===== src/rtl/instr_pipe_pkg.sv =====
// ============================================================================
// Module  : instr_pipe_pkg
// Purpose : Shared definitions for the instruction pipeline and hazard unit:
//           opcode/funct encodings, forwarding-select encodings, the decoded
//           instruction kind and the parse_instr field decoder.
// Ports   : none (package)
// Rev     : 1.0  initial release
// ============================================================================
`default_nettype none

package instr_pipe_pkg;

  // Primary opcodes (instr[31:26])
  localparam logic [5:0] c_OP_SPECIAL = 6'b000000;
  localparam logic [5:0] c_OP_J       = 6'b000010;
  localparam logic [5:0] c_OP_JAL     = 6'b000011;
  localparam logic [5:0] c_OP_BEQ     = 6'b000100;
  localparam logic [5:0] c_OP_ADDI    = 6'b001000;
  localparam logic [5:0] c_OP_ADDIU   = 6'b001001;
  localparam logic [5:0] c_OP_ANDI    = 6'b001100;
  localparam logic [5:0] c_OP_ORI     = 6'b001101;
  localparam logic [5:0] c_OP_LUI     = 6'b001111;
  localparam logic [5:0] c_OP_LW      = 6'b100011;
  localparam logic [5:0] c_OP_SW      = 6'b101011;

  // SPECIAL funct codes (instr[5:0])
  localparam logic [5:0] c_FN_SLL  = 6'b000000;
  localparam logic [5:0] c_FN_JR   = 6'b001000;
  localparam logic [5:0] c_FN_ADDU = 6'b100001;
  localparam logic [5:0] c_FN_SUBU = 6'b100011;
  localparam logic [5:0] c_FN_XOR  = 6'b100110;
  localparam logic [5:0] c_FN_SLT  = 6'b101010;

  // Forwarding-select encodings
  localparam logic [1:0] c_FWD_RF  = 2'b00;  // register file / pipe value
  localparam logic [1:0] c_FWD_MEM = 2'b01;  // EX/MEM result
  localparam logic [1:0] c_FWD_WB  = 2'b10;  // MEM/WB result

  localparam logic [4:0] c_REG_RA = 5'd31;

  typedef enum logic [4:0] {
    K_NOP, K_ADDU, K_SUBU, K_SLT, K_SLL, K_XOR, K_JR,
    K_ORI, K_LUI, K_ADDI, K_ADDIU, K_ANDI, K_LW, K_SW,
    K_BEQ, K_J, K_JAL
  } instr_kind_e;

  typedef struct packed {
    instr_kind_e kind;
    logic [4:0]  rs;
    logic [4:0]  rt;
    logic [4:0]  rd;
  } instr_fields_t;

  // Field decoder; anything outside the supported set decodes as K_NOP.
  function automatic instr_fields_t parse_instr(input logic [31:0] instr);
    instr_fields_t f;
    f.rs   = instr[25:21];
    f.rt   = instr[20:16];
    f.rd   = instr[15:11];
    f.kind = K_NOP;
    case (instr[31:26])
      c_OP_SPECIAL: begin
        case (instr[5:0])
          c_FN_ADDU: f.kind = K_ADDU;
          c_FN_SUBU: f.kind = K_SUBU;
          c_FN_SLT:  f.kind = K_SLT;
          c_FN_SLL:  f.kind = K_SLL;
          c_FN_XOR:  f.kind = K_XOR;
          c_FN_JR:   f.kind = K_JR;
          default:   f.kind = K_NOP;
        endcase
      end
      c_OP_ORI:   f.kind = K_ORI;
      c_OP_LUI:   f.kind = K_LUI;
      c_OP_ADDI:  f.kind = K_ADDI;
      c_OP_ADDIU: f.kind = K_ADDIU;
      c_OP_ANDI:  f.kind = K_ANDI;
      c_OP_LW:    f.kind = K_LW;
      c_OP_SW:    f.kind = K_SW;
      c_OP_BEQ:   f.kind = K_BEQ;
      c_OP_J:     f.kind = K_J;
      c_OP_JAL:   f.kind = K_JAL;
      default:    f.kind = K_NOP;
    endcase
    return f;
  endfunction

endpackage

`default_nettype wire


===== src/rtl/instr_pipe_instr_class.sv =====
// ============================================================================
// Module  : instr_class
// Purpose : Classifies one instruction word for the hazard unit.
// Ports   : instr   in  32  instruction word
//           dest    out 5   destination register (0 = none)
//           use_rs  out 1   rs is a source operand
//           use_rt  out 1   rt is a source operand
//           tuse_rs out 2   cycles from ID until rs is needed
//           tuse_rt out 2   cycles from ID until rt is needed
//           tnew_e  out 2   cycles until the result exists, seen from EX
// Rev     : 1.0  initial release
// ============================================================================
`default_nettype none

module instr_class
  import instr_pipe_pkg::*;
(
  input  logic [31:0] instr,
  output logic [4:0]  dest,
  output logic        use_rs,
  output logic        use_rt,
  output logic [1:0]  tuse_rs,
  output logic [1:0]  tuse_rt,
  output logic [1:0]  tnew_e
);

  instr_fields_t w_f;

  always_comb begin
    w_f     = parse_instr(instr);
    dest    = 5'd0;
    use_rs  = 1'b0;
    use_rt  = 1'b0;
    tuse_rs = 2'd0;
    tuse_rt = 2'd0;
    tnew_e  = 2'd0;
    case (w_f.kind)
      K_ADDU, K_SUBU, K_SLT, K_XOR: begin
        dest = w_f.rd; use_rs = 1'b1; use_rt = 1'b1;
        tuse_rs = 2'd1; tuse_rt = 2'd1; tnew_e = 2'd1;
      end
      // sll shifts rt; its rs field is unused
      K_SLL: begin
        dest = w_f.rd; use_rt = 1'b1; tuse_rt = 2'd1; tnew_e = 2'd1;
      end
      K_ORI, K_ADDI, K_ADDIU, K_ANDI: begin
        dest = w_f.rt; use_rs = 1'b1; tuse_rs = 2'd1; tnew_e = 2'd1;
      end
      K_LUI: begin
        dest = w_f.rt; tnew_e = 2'd1;
      end
      K_LW: begin
        dest = w_f.rt; use_rs = 1'b1; tuse_rs = 2'd1; tnew_e = 2'd2;
      end
      // store data is only needed in MEM, hence Tuse 2 on rt
      K_SW: begin
        use_rs = 1'b1; use_rt = 1'b1; tuse_rs = 2'd1; tuse_rt = 2'd2;
      end
      K_BEQ: begin
        use_rs = 1'b1; use_rt = 1'b1;
      end
      K_JR: begin
        use_rs = 1'b1;
      end
      K_JAL: begin
        dest = c_REG_RA; tnew_e = 2'd1;
      end
      default: begin
        dest = 5'd0;
      end
    endcase
  end

endmodule

`default_nettype wire


===== src/rtl/instr_pipe.sv =====
// ============================================================================
// Module  : instr_pipe
// Purpose : IF/ID, ID/EX, EX/MEM, MEM/WB instruction/PC register chain with
//           Tuse/Tnew hazard detection (stall + bubble) and forwarding selects.
// Ports   : clk, rst_n (async active-low)
//           instr_f, pc_f              fetched word and its PC
//           instr_d/e/m/w, pc_d/e/m/w  per-stage instruction and PC
//           stall, pc_en               hazard stall and PC write enable
//           fwd_rs_d, fwd_rt_d         ID compare operand selects
//           fwd_rs_e, fwd_rt_e         EX operand selects
//           fwd_rt_m                   sw store-data select
// Rev     : 1.0  initial release
// ============================================================================
`default_nettype none

module instr_pipe
  import instr_pipe_pkg::*;
(
  input  logic        clk,
  input  logic        rst_n,
  input  logic [31:0] instr_f,
  input  logic [31:0] pc_f,
  output logic [31:0] instr_d,
  output logic [31:0] instr_e,
  output logic [31:0] instr_m,
  output logic [31:0] instr_w,
  output logic [31:0] pc_d,
  output logic [31:0] pc_e,
  output logic [31:0] pc_m,
  output logic [31:0] pc_w,
  output logic        stall,
  output logic        pc_en,
  output logic [1:0]  fwd_rs_d,
  output logic [1:0]  fwd_rt_d,
  output logic [1:0]  fwd_rs_e,
  output logic [1:0]  fwd_rt_e,
  output logic        fwd_rt_m
);

  logic [31:0] r_instr_d, r_instr_e, r_instr_m, r_instr_w;
  logic [31:0] r_pc_d, r_pc_e, r_pc_m, r_pc_w;

  logic [4:0] w_dest_d, w_dest_e, w_dest_m, w_dest_w;
  logic       w_use_rs_d, w_use_rt_d, w_use_rs_e, w_use_rt_e;
  logic       w_use_rs_m, w_use_rt_m, w_use_rs_w, w_use_rt_w;
  logic [1:0] w_tuse_rs_d, w_tuse_rt_d, w_tuse_rs_e, w_tuse_rt_e;
  logic [1:0] w_tuse_rs_m, w_tuse_rt_m, w_tuse_rs_w, w_tuse_rt_w;
  logic [1:0] w_tnew_d, w_tnew_e, w_tnew_em, w_tnew_ew, w_tnew_m;

  instr_class u_class_d (.instr(r_instr_d), .dest(w_dest_d), .use_rs(w_use_rs_d),
    .use_rt(w_use_rt_d), .tuse_rs(w_tuse_rs_d), .tuse_rt(w_tuse_rt_d), .tnew_e(w_tnew_d));
  instr_class u_class_e (.instr(r_instr_e), .dest(w_dest_e), .use_rs(w_use_rs_e),
    .use_rt(w_use_rt_e), .tuse_rs(w_tuse_rs_e), .tuse_rt(w_tuse_rt_e), .tnew_e(w_tnew_e));
  instr_class u_class_m (.instr(r_instr_m), .dest(w_dest_m), .use_rs(w_use_rs_m),
    .use_rt(w_use_rt_m), .tuse_rs(w_tuse_rs_m), .tuse_rt(w_tuse_rt_m), .tnew_e(w_tnew_em));
  instr_class u_class_w (.instr(r_instr_w), .dest(w_dest_w), .use_rs(w_use_rs_w),
    .use_rt(w_use_rt_w), .tuse_rs(w_tuse_rs_w), .tuse_rt(w_tuse_rt_w), .tnew_e(w_tnew_ew));

  // Classifier outputs that no stage consumes are collected here.
  logic w_unused;
  assign w_unused = ^{w_dest_d, w_tnew_d, w_use_rs_e, w_use_rt_e, w_tuse_rs_e,
                      w_tuse_rt_e, w_use_rs_m, w_use_rt_m, w_tuse_rs_m, w_tuse_rt_m,
                      w_use_rs_w, w_use_rt_w, w_tuse_rs_w, w_tuse_rt_w, w_tnew_ew};

  // One cycle later the producer is one cycle closer to having its result.
  assign w_tnew_m = (w_tnew_em == 2'd0) ? 2'd0 : w_tnew_em - 2'd1;

  logic [4:0] w_rs_d, w_rt_d, w_rs_e, w_rt_e, w_rt_m;
  assign w_rs_d = r_instr_d[25:21];
  assign w_rt_d = r_instr_d[20:16];
  assign w_rs_e = r_instr_e[25:21];
  assign w_rt_e = r_instr_e[20:16];
  assign w_rt_m = r_instr_m[20:16];

  // A source hazards when a pending producer will not have its result by
  // the time this operand is consumed.
  function automatic logic hazard(input logic used, input logic [4:0] src,
                                  input logic [1:0] tuse);
    return used && (src != 5'd0) &&
           (((src == w_dest_e) && (w_tnew_e > tuse)) ||
            ((src == w_dest_m) && (w_tnew_m > tuse)));
  endfunction

  // Only a finished result can be forwarded; MEM is checked first so the
  // youngest producer wins.
  function automatic logic [1:0] fwd_sel(input logic [4:0] src);
    if ((src != 5'd0) && (src == w_dest_m) && (w_tnew_m == 2'd0))
      return c_FWD_MEM;
    else if ((src != 5'd0) && (src == w_dest_w))
      return c_FWD_WB;
    else
      return c_FWD_RF;
  endfunction

  logic w_stall;
  assign w_stall = hazard(w_use_rs_d, w_rs_d, w_tuse_rs_d) |
                   hazard(w_use_rt_d, w_rt_d, w_tuse_rt_d);

  assign stall    = w_stall;
  assign pc_en    = ~w_stall;
  assign fwd_rs_d = fwd_sel(w_rs_d);
  assign fwd_rt_d = fwd_sel(w_rt_d);
  assign fwd_rs_e = fwd_sel(w_rs_e);
  assign fwd_rt_e = fwd_sel(w_rt_e);
  assign fwd_rt_m = (r_instr_m[31:26] == c_OP_SW) && (w_rt_m != 5'd0) &&
                    (w_rt_m == w_dest_w);

  always_ff @(posedge clk or negedge rst_n) begin
    if (!rst_n) begin
      r_instr_d <= '0; r_pc_d <= '0;
      r_instr_e <= '0; r_pc_e <= '0;
      r_instr_m <= '0; r_pc_m <= '0;
      r_instr_w <= '0; r_pc_w <= '0;
    end else begin
      if (!w_stall) begin
        r_instr_d <= instr_f;
        r_pc_d    <= pc_f;
        r_instr_e <= r_instr_d;
        r_pc_e    <= r_pc_d;
      end else begin
        // IF/ID holds, EX receives a bubble
        r_instr_e <= '0;
        r_pc_e    <= '0;
      end
      r_instr_m <= r_instr_e;
      r_pc_m    <= r_pc_e;
      r_instr_w <= r_instr_m;
      r_pc_w    <= r_pc_m;
    end
  end

  assign instr_d = r_instr_d;
  assign instr_e = r_instr_e;
  assign instr_m = r_instr_m;
  assign instr_w = r_instr_w;
  assign pc_d    = r_pc_d;
  assign pc_e    = r_pc_e;
  assign pc_m    = r_pc_m;
  assign pc_w    = r_pc_w;

endmodule

`default_nettype wire


===== config.mk =====
export PLATFORM = sky130hd
export DESIGN_NAME = instr_pipe
export DESIGN_NICKNAME = d
export VERILOG_FILES = /design/src/rtl/instr_pipe_pkg.sv /design/src/rtl/instr_pipe_instr_class.sv /design/src/rtl/instr_pipe.sv
export SDC_FILE = /design/constraint.sdc
export NUM_CORES = 1
export LEC_CHECK = 0
export CELL_PAD_IN_SITES_DETAIL_PLACEMENT = 1
export CELL_PAD_IN_SITES_GLOBAL_PLACEMENT = 1
export CORE_ASPECT_RATIO = 1.75
export CORE_MARGIN = 2
export CORE_UTILIZATION = 33
export CTS_CLUSTER_DIAMETER = 40
export CTS_CLUSTER_SIZE = 12
export DETAILED_ROUTE_END_ITERATION = 8
export PLACE_DENSITY_LB_ADDON = 0.1
export SYNTH_ARGS = -nofsm -noshare
export SYNTH_HDL_FRONTEND = slang
export SYNTH_SLANG_ARGS = --single-unit

===== constraint.sdc =====
create_clock -name clk -period 3.97 [get_ports clk]
set_input_delay 0.5955 -clock clk [delete_from_list [all_inputs] [get_ports clk]]
set_output_delay 0.5955 -clock clk [all_outputs]
set_load 0.005 [all_outputs]

==> summary.txt <==
Run status
  – Status: finished, violations left
  – Violated checks: negative setup slack

GRT
  – GR Util All Layers: 25.7%
  – Largest net degree at the start of global routing: 115
  – Initial antenna violation count: 2
  – Overflow left after global routing: 0
  – Vias in the first global route: 11,400
  – Global-route wire length before repair: 67.8 mm

Pwr
  – Cell area power density: 360 nW/um^2
  – Peak VDD IR: 367 uV
  – Total power: 6.87 mW
  – Leak: 8.31 nW

CTS
  – H-tree depth: 1
  – Total CTS buffers: 31
  – CTS root buffer: clkbuf_16
  – Clock buffer depth: 3
  – Worst-Skew Late Latency: 0.57 ns
  – CTS tree: built
  – Clock transition at path regs: 0.06 ns
  – CTS Sinks: 256
  – Cts hold-fix bufs: 0

Detailed routing
  – Wire length per cell: 23.1 microns
  – Initial DRT Pass Iterations: 4
  – Vias: 10,100
  – Via density: 5.21
  – Final WL: 44.8 mm
  – DRT iter0 DRCs: 309
  – Antenna-violating nets left: 0
  – # DRC: 0

Yosys
  – Synth Area in Adders: 0.574%
  – Post-Syn Instances: 915
  – Synthesized flop and latch total: 256
  – Synth Area in Simple Gates: 15.7%
  – Main synth FF type: dfrtp_1
  – Largest family of logic cells by synthesized area: simple AND/OR/NAND/NOR gates
  – Synth Area in Compound Gates: 12.0%
  – Seq/Total Area, Yosys: 58.8%
  – Xor/xnor share of the synthesized area: 2.41%
  – Synth warn: 0
  – Post-Syn Area: 10,900 sq um
  – Syn Area/Cell: 11.9 sq um
  – Mapped Nets: 986
  – Async SR Flop Fraction: 100%
  – Post-synthesis mux area share: 7.08%
  – EDFF count, synth: 0
  – Count of cell types in the netlist: 80

Worst setup path
  – Flop2flop setup slack: -0.34 ns
  – Crit-path cells: xnor2_2 -> or3_1 -> a21o_1 -> o311a_1 -> a221oi_2 -> inv_1 -> ha_1 -> nor2_1 -> a31oi_1 -> a211o_1 -> nor4_2 -> o221ai_2 -> nor4_2 -> a21oi_2 -> o311a_1 -> buf_2
  – CP Launch Type: register
  – Worst reg2reg path depth: 23
  – Worst-path fanout max: 4
  – Worst path max stage delay: 0.44 ns
  – CP required: 3.37 ns
  – CP max-delay cell: dfrtp_2
  – Worst r2r src: instr_m[26]$_DFF_PN0_
  – FF-to-FF End: instr_d[5]$_DFFE_PN0N_
  – Endpoint class of the critical path: output pin
  – WP buf/inv: 2
  – Worst path top cell family by delay: compound AO/OA/AOI/OAI gates
  – Type of the worst setup path: register to output pin
  – Critical Path AT: 4.02 ns

STA
  – Layout Skew: 0.0227 ns
  – Final TNS setup: -37.10 ns
  – Final setup viols: 138
  – Slew headroom: 40.8%
  – Max Slew Vio Count: 0
  – Min Tclk post-route: 4.61 ns
  – Fin crit share: 116%
  – Slew @ Worst Pin: 0.889 ns
  – RSZ-0062 raised after global routing: true
  – Fmax: 217 MHz
  – Final Hold Viols: 0
  – Final setup margin: -0.644 ns

Die
  – Starting Density: 33.2%
  – Top Ports: 333
  – Core area: 32,800 sq um
  – Chip width: 141 microns
  – # rows: 88
  – Die H: 244 microns
  – Die area: 34,600 sq um

Hold path
  – Hold WC Path Type: input port to async pin

Placement
  – Area after DPL: 16,100 sq um
  – Dpl ws: -0.712 ns
  – Routability cong.: 0.907
  – Final HPWL DP: 30.5 mm
  – I/O Buffers: 332

Layout
  – Most frequent cells in the layout: 320 x clkdlybuf4s50_1, 254 x dfrtp_1, 228 x buf_4
  – Area Overhead vs Synth: 74.7%
  – Share of layout cells above drive strength 1: 38.3%
  – Design area: 19,000 sq um
  – Total Nets Final: 1,587
  – Commonest non-fill, non-tap cell in the layout: clkdlybuf4s50_1

Run
  – Number of max-cap violations: 0
-- per-layer routing --
metal  GRT usage, %  wire [microns]  up-vias
met5              0               0        -
met4           11.9            2160        0
met3           5.62            2540      118
met2           51.3           25800      334
met1           24.3           14300     5121
li1               -               -     4521
-- stage by stage --
step | instances | hold WS [ns] | utilization, %
floorplan | 915 | 0.300 | -
global placement | 1810 | 0.355 | 49.1
detailed placement | 1810 | 0.359 | 49.1
CTS | 1930 | 0.131 | 57.4
global route | 1939 | 0.179 | 58.1
finish | 1939 | 0.0737 | 58.1
-- kinds of logic after synthesis --
kind of cell               count (synthesis)
xor gates and xnor gates                  30
other                                      1
buffers and inverters                     78
DFF                                      256
AOI/OAI and AO/OA                        185
adders and majority gates                  5
muxes                                     69
and+or+nand+nor                          291
-- report_power, final --
group          total [mW]  switching (mW)  leakage [nW]  internal (mW)
logic                1.29           0.538          4.85          0.753
registers            2.90           0.137          2.98           2.76
clock network        2.68            1.14         0.478           1.54
-- Yosys cell counts, types with 10 or more instances --
cell type | n | area, sq um
a21oi_1 | 40 | 200
mux2_1 | 33 | 372
nand2_1 | 23 | 86.3
o21ai_0 | 31 | 155
a211oi_1 | 10 | 75.1
nand3_1 | 19 | 95.1
nor4_1 | 14 | 87.6
and2_1 | 71 | 444
o22ai_1 | 12 | 75.1
inv_1 | 28 | 105
dfrtp_1 | 256 | 6410
nor2_1 | 46 | 173
and3_1 | 13 | 81.3
nor3_1 | 24 | 120
buf_6 | 10 | 113
mux2_2 | 32 | 360
or3_1 | 14 | 87.6
xnor2_1 | 20 | 175
clkbuf_1 | 34 | 128
xor2_1 | 10 | 87.6
-- worst max path at each step --
stage	cells after the start	slack, ns	from	to
final	16	-0.64	instr_d[2]$_DFFE_PN0N_	pc_en
after global routing	16	-0.84	instr_d[2]$_DFFE_PN0N_	stall
after CTS	16	-0.65	instr_d[2]$_DFFE_PN0N_	stall
after detailed placement	16	-0.71	instr_d[29]$_DFFE_PN0N_	stall
after global placement	16	-0.61	instr_d[29]$_DFFE_PN0N_	stall
after floorplan	18	-0.05	instr_d[2]$_DFFE_PN0N_	instr_d[10]$_DFFE_PN0N_
-- sequential cells by signal, indices dropped and copies added (netlist names) --
name and cells:
pc_m 32, instr_m 32, pc_d 32, instr_e 32, pc_w 32, pc_e 32, instr_d 32, instr_w 32
-- area by class of cell --
class                   instances  area [sq um]
fillers                      3379         13800
flip-flops and latches        256          6410
repair buffers                617          6020
multi-input cells             582          5050
clock buffers                  34           817
well taps                     405           507
clock inverters                15           133
inverters                      28           105
diodes                          2          5.00
-- what timing repair did --
item	CTS	global route
endpoints found under the setup margin	138	138
resized for setup	290	37
gates cloned	17	0
pin swaps	68	21
buffers inserted	59	8
Power figures use the tool's default switching activity.
